### src/rtl/hilo_div_unit.sv
`default_nettype none
// ============================================================================
//  Module      : hilo_div_unit
//  Description : HI/LO register unit with a multi-cycle restoring divider
//                (DIV/DIVU), single-cycle MTHI/MTLO moves and an optional
//                single-cycle multiplier (MULT/MULTU).
//                Optional feature macro: HILO_MULT_EN (enables MULT/MULTU).
//  Revision    : 1.0 - initial release
// ============================================================================
module hilo_div_unit #(
    parameter int W = 32
) (
    input  logic         clk,
    input  logic         reset,
    input  logic         start,
    input  logic [2:0]   op,
    input  logic [W-1:0] a,
    input  logic [W-1:0] b,
    output logic [W-1:0] hi,
    output logic [W-1:0] lo,
    output logic         busy,
    output logic         done
);

    localparam int         CW        = $clog2(W + 1);
    localparam logic [2:0] c_OP_DIV  = 3'b000;
    localparam logic [2:0] c_OP_DIVU = 3'b001;
    localparam logic [2:0] c_OP_MULT = 3'b010;
    localparam logic [2:0] c_OP_MULU = 3'b011;
    localparam logic [2:0] c_OP_MTHI = 3'b100;
    localparam logic [2:0] c_OP_MTLO = 3'b101;

    typedef enum logic [1:0] {
        S_IDLE = 2'd0,
        S_DIV  = 2'd1,
        S_FIX  = 2'd2
    } state_t;

    state_t         state_q;
    logic [CW-1:0]  cnt_q;
    logic [W-1:0]   rem_q;       // partial remainder (always < divisor)
    logic [W-1:0]   quo_q;       // dividend bits shift out, quotient bits shift in
    logic [W-1:0]   dvs_q;       // divisor magnitude
    logic           qneg_q;      // quotient must be negated at the end
    logic           rneg_q;      // remainder must be negated at the end
    logic           dz_q;        // divide by zero: quotient forced to all ones
    logic [W-1:0]   hi_q;
    logic [W-1:0]   lo_q;
    logic           busy_q;
    logic           done_q;

    logic           is_signed;
    logic [W-1:0]   mag_a_d;
    logic [W-1:0]   mag_b_d;
    logic [W:0]     part_d;
    logic [W:0]     diff_d;
    logic [W-1:0]   rem_d;
    logic [W-1:0]   quo_d;
    logic [W-1:0]   hi_fix_d;
    logic [W-1:0]   lo_fix_d;

    // Operand magnitudes captured on the start edge (signed DIV only takes |x|)
    always_comb begin
        is_signed = (op == c_OP_DIV);
        mag_a_d   = (is_signed && a[W-1]) ? -a : a;
        mag_b_d   = (is_signed && b[W-1]) ? -b : b;
    end

    // One restoring shift-subtract step on the W+1-bit shifted remainder
    always_comb begin
        part_d = {rem_q, quo_q[W-1]};
        diff_d = part_d - {1'b0, dvs_q};
        if (!diff_d[W]) begin
            rem_d = diff_d[W-1:0];
            quo_d = {quo_q[W-2:0], 1'b1};
        end else begin
            rem_d = part_d[W-1:0];
            quo_d = {quo_q[W-2:0], 1'b0};
        end
    end

    // Sign correction applied when leaving FIX; remainder follows the dividend
    always_comb begin
        hi_fix_d = rneg_q ? -rem_q : rem_q;
        if (dz_q) begin
            lo_fix_d = '1;
        end else begin
            lo_fix_d = qneg_q ? -quo_q : quo_q;
        end
    end

`ifdef HILO_MULT_EN
    logic [2*W-1:0] prod_d;

    // Full-width product; op[0] selects unsigned
    always_comb begin
        if (op[0]) begin
            prod_d = {{W{1'b0}}, a} * {{W{1'b0}}, b};
        end else begin
            prod_d = $signed({{W{a[W-1]}}, a}) * $signed({{W{b[W-1]}}, b});
        end
    end
`endif

    // Control FSM, divider datapath and HI/LO registers
    always_ff @(posedge clk) begin
        if (reset) begin
            state_q <= S_IDLE;
            cnt_q   <= '0;
            rem_q   <= '0;
            quo_q   <= '0;
            dvs_q   <= '0;
            qneg_q  <= 1'b0;
            rneg_q  <= 1'b0;
            dz_q    <= 1'b0;
            hi_q    <= '0;
            lo_q    <= '0;
            busy_q  <= 1'b0;
            done_q  <= 1'b0;
        end else begin
            done_q <= 1'b0;
            case (state_q)
                S_IDLE: begin
                    if (start) begin
                        case (op)
                            c_OP_DIV, c_OP_DIVU: begin
                                state_q <= S_DIV;
                                cnt_q   <= CW'(W - 1);
                                rem_q   <= '0;
                                quo_q   <= mag_a_d;
                                dvs_q   <= mag_b_d;
                                qneg_q  <= is_signed && (a[W-1] ^ b[W-1]);
                                rneg_q  <= is_signed && a[W-1];
                                dz_q    <= (b == '0);
                                busy_q  <= 1'b1;
                            end
                            c_OP_MTHI: begin
                                hi_q   <= a;
                                done_q <= 1'b1;
                            end
                            c_OP_MTLO: begin
                                lo_q   <= a;
                                done_q <= 1'b1;
                            end
`ifdef HILO_MULT_EN
                            c_OP_MULT, c_OP_MULU: begin
                                hi_q   <= prod_d[2*W-1:W];
                                lo_q   <= prod_d[W-1:0];
                                done_q <= 1'b1;
                            end
`endif
                            default: ;  // reserved (and MULT when disabled)
                        endcase
                    end
                end
                S_DIV: begin
                    rem_q <= rem_d;
                    quo_q <= quo_d;
                    if (cnt_q == '0) begin
                        state_q <= S_FIX;
                    end else begin
                        cnt_q <= cnt_q - CW'(1);
                    end
                end
                S_FIX: begin
                    hi_q    <= hi_fix_d;
                    lo_q    <= lo_fix_d;
                    done_q  <= 1'b1;
                    busy_q  <= 1'b0;
                    state_q <= S_IDLE;
                end
                default: state_q <= S_IDLE;
            endcase
        end
    end

    assign hi   = hi_q;
    assign lo   = lo_q;
    assign busy = busy_q;
    assign done = done_q;

endmodule
`default_nettype wire

### config.mk
export PLATFORM = sky130hd
export DESIGN_NAME = hilo_div_unit
export DESIGN_NICKNAME = d
export VERILOG_FILES = /design/src/rtl/hilo_div_unit.sv
export SDC_FILE = /design/constraint.sdc
export NUM_CORES = 1
export LEC_CHECK = 0
export ABC_AREA = 1
export CORE_ASPECT_RATIO = 1.4
export CORE_UTILIZATION = 23
export CTS_BUF_LIST = sky130_fd_sc_hd__clkbuf_2
export CTS_CLUSTER_DIAMETER = 60
export DETAILED_ROUTE_END_ITERATION = 10
export PLACE_DENSITY = 0.51
export SYNTH_ARGS = -nofsm -noshare
export SYNTH_HDL_FRONTEND = slang
export SYNTH_SLANG_ARGS = --single-unit
### constraint.sdc
create_clock -name clk -period 4.5 [get_ports clk]
set_clock_uncertainty 0.15 [all_clocks]
set_input_delay 0.675 -clock clk [delete_from_list [all_inputs] [get_ports clk]]
set_output_delay 0.675 -clock clk [all_outputs]
set_load 0.02 [all_outputs]
==> results of run 1 <==
-- through the flow --
| step | std cells | total power, mW | hold slack, ps |
|---|---|---|---|
| global placement | 3205 | 3.54 | 304 |
| finish | 3240 | 4.39 | 162 |
| detailed placement | 3205 | 3.53 | 305 |
| floorplan | 2336 | 2.97 | 281 |
| global route | 3240 | 4.66 | 132 |
| CTS | 3238 | 4.43 | 71.3 |
-- what timing repair did --
| item | in CTS | in global routing |
|---|---|---|
| resized for setup | 0 | 0 |
| endpoints found under the hold margin | 15 | 0 |
| endpoints found under the setup margin | 0 | 0 |
| hold buffers | 1 | 0 |
-- cell families after synthesis --
logic type                 count (synthesis)  synth area share
buffers and inverters                    424             0.122
adders and majority gates                 39            0.0353
xor gates and xnor gates                  34            0.0212
DFF                                      173             0.247
and+or+nand+nor                         1182             0.381
AOI/OAI and AO/OA                        484             0.194
-- layout by cell type, fill, tap and decap left out, types with 6 or more instances in the layout --
cell type	netlist	layout
dfxtp_1	173	173
nand3_2	21	21
o211ai_1	20	20
a31oi_1	31	31
ha_1	38	38
inv_1	311	310
o21bai_1	6	6
xor2_1	21	21
xnor2_1	13	13
o31ai_1	11	11
a21oi_1	193	192
nand3b_1	14	14
nand4_1	35	35
clkbuf_2	0	17
o21ai_1	8	8
o21ai_0	176	176
nor2_2	6	7
nand2_4	28	28
nand2_1	580	580
nor2_1	236	233
inv_2	15	16
clkdlybuf4s50_1	0	134
nand3_1	188	188
nor3_1	37	37
a21oi_2	21	21
buf_4	3	19
nand2_2	14	14
-- flip-flops by register name, indices dropped and copies added (netlist names) --
name,count
dvs_q,32
hi,32
lo,32
quo_q,32
rem_q,32
cnt_q,6
state_q,2
busy,1
done,1
dz_q,1
qneg_q,1
rneg_q,1
-- cell type report --
class,instances,share of cell area
Clock inverter,15,0.00926
Clock buffer,17,0.00520
Tap cell,810,0.0620
Multi-Input combinational cell,1739,0.544
Antenna cell,2,0.000306
Sequential cell,173,0.212
Inverter,330,0.0758
Timing Repair Buffer,154,0.0914
-- final timing paths --
check | from | end | slack (ps) | cells past startpoint
min reg2reg | busy | busy | 330 | 2
max | quo_q[31] | rem_q[3] | 1390 | 16
max reg2reg | quo_q[31] | rem_q[3] | 1390 | 16
min | start | done | 160 | 3
-- worst register-to-register path, cell delays in order (launching register included) --
cell	delay, ps
dfxtp_1	520
inv_1	130
ha_1	250
fa_1	410
inv_1	140
nand2_1	60
nand2_1	80
nand3_2	80
nand2_4	110
nand2_4	60
nand2_4	70
nand2_4	70
nand3_2	280
nand2_4	290
nand2_1	130
nand3_1	70
a21oi_1	120
-- report_power, final --
| part | switching [mW] | internal [mW] | leakage [nW] |
|---|---|---|---|
| logic | 1.25 | 0.571 | 5.85 |
| registers | 0.0693 | 1.62 | 1.41 |
| clock network | 0.699 | 0.181 | 0.138 |
-- layer usage --
metal / track usage / up-vias / wire (um)
li1: - / 7772 / -
met1: 0.202 / 7020 / 22400
met2: 0.332 / 352 / 29000
met3: 0.0150 / 92 / 1840
met4: 0.0900 / 0 / 2690
met5: 0 / - / 0
==> results.yml, run 1 <==
run_status:
  status: "finished, final reports clean"
min_path:
  hold_path.class: "in -> reg"
logic_synthesis:
  seq_area_frac_synth: 0.247
  synth_ff_type: "dfxtp_1"
  synth-edff-count: 0
  synth_cells: 2336
  synth_nets: 2445
  syn_area_per_cell_um2: 6.01
  yosys.area.top_type: "dfxtp_1"
  synthArstFlopShare: 0
  syn_area_mm2: 0.0140
  synth_area_leaders: "dfxtp_1 25%, nand2_1 16%, inv_1 8.3%, a21oi_1 6.9%, nand3_1 6.7%"
  yosysTopAreaCellShare: 0.247
  synth_most_common_cell: "nand2_1"
  yosys_register_bits: 173
  synthTopCellsByCount: "580 x nand2_1, 311 x inv_1, 236 x nor2_1"
  ys.warnings.count: 0
  synth_cell_types: 51
finish:
  final_util: 0.272
  num-nets-final: 2524
  n_fill_cell: 6888
  final-seq-area_mm2: 0.00346
  drive_above_1_share: 0.0737
  final_cell_area_mm2: 0.0163
  syn2layout_area_growth_pct: 16.4
  multiInputGateArea_mm2: 0.00890
critical_path:
  cp-end-kind: "flip-flop"
  start_kind: "flip-flop"
  critical-path-top-delay-family: "simple AND/OR/NAND/NOR gates"
  cpMostUsedCell: "nand2_4"
  crit_fanout: 16
  cp.arrival_ps: 3800
  worstPathRequired_ps: 5190
  worst_path_max_delay_cell: "dfxtp_1"
  cpPeakStageDelay_ps: 520
  cp_num_buf_inv: 2
  worstSetupPathType: "reg -> reg"
  timing.critical_path.cells: "inv_1 > ha_1 > fa_1 > inv_1 > nand2_1 > nand2_1 > nand3_2 > nand2_4 > nand2_4 > nand2_4 > nand2_4 > nand3_2 > nand2_4 > nand2_1 > nand3_1 > a21oi_1"
timing:
  rsz0062_at_grt: "no"
  finalSetupViolCount: 0
  fin_crit_sh: 0.690
  worst_pin_slew_ps: 1140
  min_period_ps: 3110
  final_hold_viol_count: 0
  maxSlewHeadroom: 0.237
  fmax_ghz: 0.322
  drv_slew: 0
  tns_ps: 0
  final_critical_path_setup_slack_ps: 1390
cts:
  cts-root-buf: "clkbuf_2"
  cts_tree: "built"
  cts_setup_buffers: 0
  clk_path_buf_depth: 2
  path_clk_slew_ps: 300
  clkSinkCount: 173
  htree_levels: 4
  cts_made_buffers: 17
  insertion_delay_ps: 920
route:
  dr.pass1.iters: 5
  vias_per_cell: 4.70
  routedWlPerCell_um: 17.3
  vias: 15200
  drtAntennaViolNets: 0
  post-route-drc-count: 0
  drtIter0Drc: 935
  drt-total-wl_mm: 56.0
flow_run:
  cap_violations: 0
global_route:
  grt_max_degree: 77
  grt.overflow.total: 0
  grt_pass1_wl_mm: 84.7
  antenna_found_initial: 2
  gr-usage-all-layers: 0.179
  grt_pass1_vias: 14500
placed_design:
  io_buffers: 135
  placed_area_mm2: 0.0161
  place_ws_ps: 1280
  dp_hpwl_mm: 44.6
  gp_congestion: 0.897
floorplan:
  num_rows: 106
  die_y_um: 294
  start_util: 0.234
  die_area_mm2: 0.0621
  core_area_mm2: 0.0601
  fp.dieW_um: 211
  top_level_ports: 136
power:
  p_per_area_mw_per_mm2: 268
  ir_worst_vdd_mv: 0.131
  power_leakage_nw: 7.40
(Power assumes the default switching activity.)
==> run 2, diff against run 1 <==
--- a/config.mk
+++ b/config.mk
@@ -11,7 +11,7 @@
 export CTS_BUF_LIST = sky130_fd_sc_hd__clkbuf_2
 export CTS_CLUSTER_DIAMETER = 60
 export DETAILED_ROUTE_END_ITERATION = 10
-export PLACE_DENSITY = 0.51
+export PLACE_DENSITY = 0.52
 export SYNTH_ARGS = -nofsm -noshare
 export SYNTH_HDL_FRONTEND = slang
 export SYNTH_SLANG_ARGS = --single-unit
==> constraint.sdc (replaced) <==
create_clock -name clk -period 2.71 [get_ports clk]
set_clock_uncertainty 0.15 [all_clocks]
set_input_delay 0.4065 -clock clk [delete_from_list [all_inputs] [get_ports clk]]
set_output_delay 0.4065 -clock clk [all_outputs]
set_load 0.02 [all_outputs]
==> results.yml, run 2 (synthesis gave the netlist of run 1 again) <==
global_route:
  grt_max_degree: 93
  antenna_found_initial: 1
  met2_usage: 0.357
  met1_usage: 0.198
  grt.overflow.total: 0
  met3_usage: 0.0150
  grt_pass1_wl_mm: 86.9
  gr-usage-all-layers: 0.184
  grt_pass1_vias: 15000
  grt.busiest_layer: "met2"
power:
  p_per_area_mw_per_mm2: 445
  ir_worst_vdd_mv: 0.238
  power_leakage_nw: 7.97
route:
  drtAntennaViolNets: 0
  drt-total-wl_mm: 57.4
  dr.pass1.iters: 7
  vias: 15500
  routedWlPerCell_um: 17.2
  drtIter0Drc: 932
  post-route-drc-count: 0
  vias_per_cell: 4.65
critical_path:
  cp.arrival_ps: 3300
  cp_num_buf_inv: 3
  timing.critical_path.cells: "inv_1 > ha_1 > nand2_2 > inv_2 > a21oi_4 > nand2_4 > nand2_4 > nand2_4 > nand2_4 > nand2_4 > nand2_4 > nand2_8 > buf_4 > nand2_4 > nand3_2 > a21oi_2"
  cp-end-kind: "flip-flop"
  start_kind: "flip-flop"
  cpMostUsedCell: "nand2_4"
  worstSetupPathType: "reg -> reg"
  critical-path-top-delay-family: "simple AND/OR/NAND/NOR gates"
  cpPeakStageDelay_ps: 420
  worst_path_max_delay_cell: "dfxtp_1"
  worstPathRequired_ps: 3430
  crit_fanout: 16
finish:
  num-nets-final: 2624
  final_common_cell: "nand2_1"
  final_cell_mix: "580 x nand2_1, 310 x inv_1, 231 x nor2_1"
  syn2layout_area_growth_pct: 23.4
  final_cell_area_mm2: 0.0173
  final_util: 0.288
  fin_cells: 3339
  drive_above_1_share: 0.113
timing:
  fmax_ghz: 0.388
  fin_crit_sh: 0.951
  rsz0062_at_grt: "no"
  finalSetupViolCount: 0
  drv_slew: 0
  worst_pin_slew_ps: 685
  final_hold_viol_count: 0
  hold_slack_ps: 62.3
  tns_ps: 0
  min_period_ps: 2580
  maxSlewHeadroom: 0.543
cts:
  clkSinkCount: 173
  cts-root-buf: "clkbuf_2"
  path_clk_slew_ps: 300
  cts_tree: "built"
  cts_made_buffers: 17
  clk_path_buf_depth: 2
  insertion_delay_ps: 930
  htree_levels: 4
floorplan:
  num_rows: 106
  fp.dieW_um: 211
  top_level_ports: 136
  start_util: 0.234
  die_area_mm2: 0.0621
  core_area_mm2: 0.0601
  die_y_um: 294
flow_run:
  cap_violations: 0
placed_design:
  io_buffers: 135
  dp_hpwl_mm: 46.6
  gp_congestion: 0.913
  place_inst: 3289
  placed_area_mm2: 0.0169
min_path:
  hold_path.class: "in -> reg"
run_status:
  status: "finished, final reports clean"
## run 2: cell types whose count changed in the layout (fill, tap and decap cells not counted), sizes merged
| cell | change |
|---|---|
| diode | -1 |
| clkinv | -2 |
| buf | +95 |
| bufinv | +2 |
| dlygate4sd3 | +5 |
## run 2: worst paths after layout
| check | startpoint | end | slack [ps] | cells past startpoint |
|---|---|---|---|---|
| hold reg to reg | busy | busy | 340 | 2 |
| setup reg to reg | dvs_q[7] | rem_q[27] | 130 | 16 |
| hold / removal | b[3] | dvs_q[3] | 60 | 4 |
| setup / recovery | dvs_q[7] | rem_q[27] | 130 | 16 |
## run 2: what timing repair did
item / CTS / global route
hold buffers: 6 / 0
gates resized for setup: 0 / 18
hold endpoints to repair: 60 / 0
endpoints found under the setup margin: 0 / 32
setup buffers: 0 / 11
## run 2: tightest hold or removal path: cells and delay by family
family	cells	cell delay, ps
buffers and inverters	2	480
XOR/XNOR	1	150
AO/OA/AOI/OAI	1	80
## run 2: through the flow
stage	setup WS (ps)	power, mW
after global placement	-140	6.05
after global routing	7.18	8.21
after detailed placement	-112	6.05
after floorplan	273	4.93
final	133	7.71
after CTS	58.7	7.67
## run 2: routing by layer
| metal | wire, um | up-vias |
|---|---|---|
| met2 | 30700 | 294 |
| met3 | 1560 | 79 |
| met5 | 0 | - |
| met1 | 22600 | 7187 |
| li1 | - | 7971 |
| met4 | 2560 | 0 |
## run 2: area by class of cell
type                    instances  area (um^2)
well taps                     810         1010
inverters                     330         1240
clock inverters                15          173
repair buffers                254         2390
multi-input cells            1739         8950
diodes                          1         2.50
clock buffers                  17         85.1
fillers                      6802        42800
flip-flops and latches        173         3470
## run 2: report_power, final
group          internal, mW  leakage, nW  total (mW)  switching, mW
clock                 0.461        0.151        1.60           1.14
combinational          1.16         6.41        3.31           2.15
sequential             2.69         1.41        2.80          0.113
total                  4.30         7.97        7.71           3.41
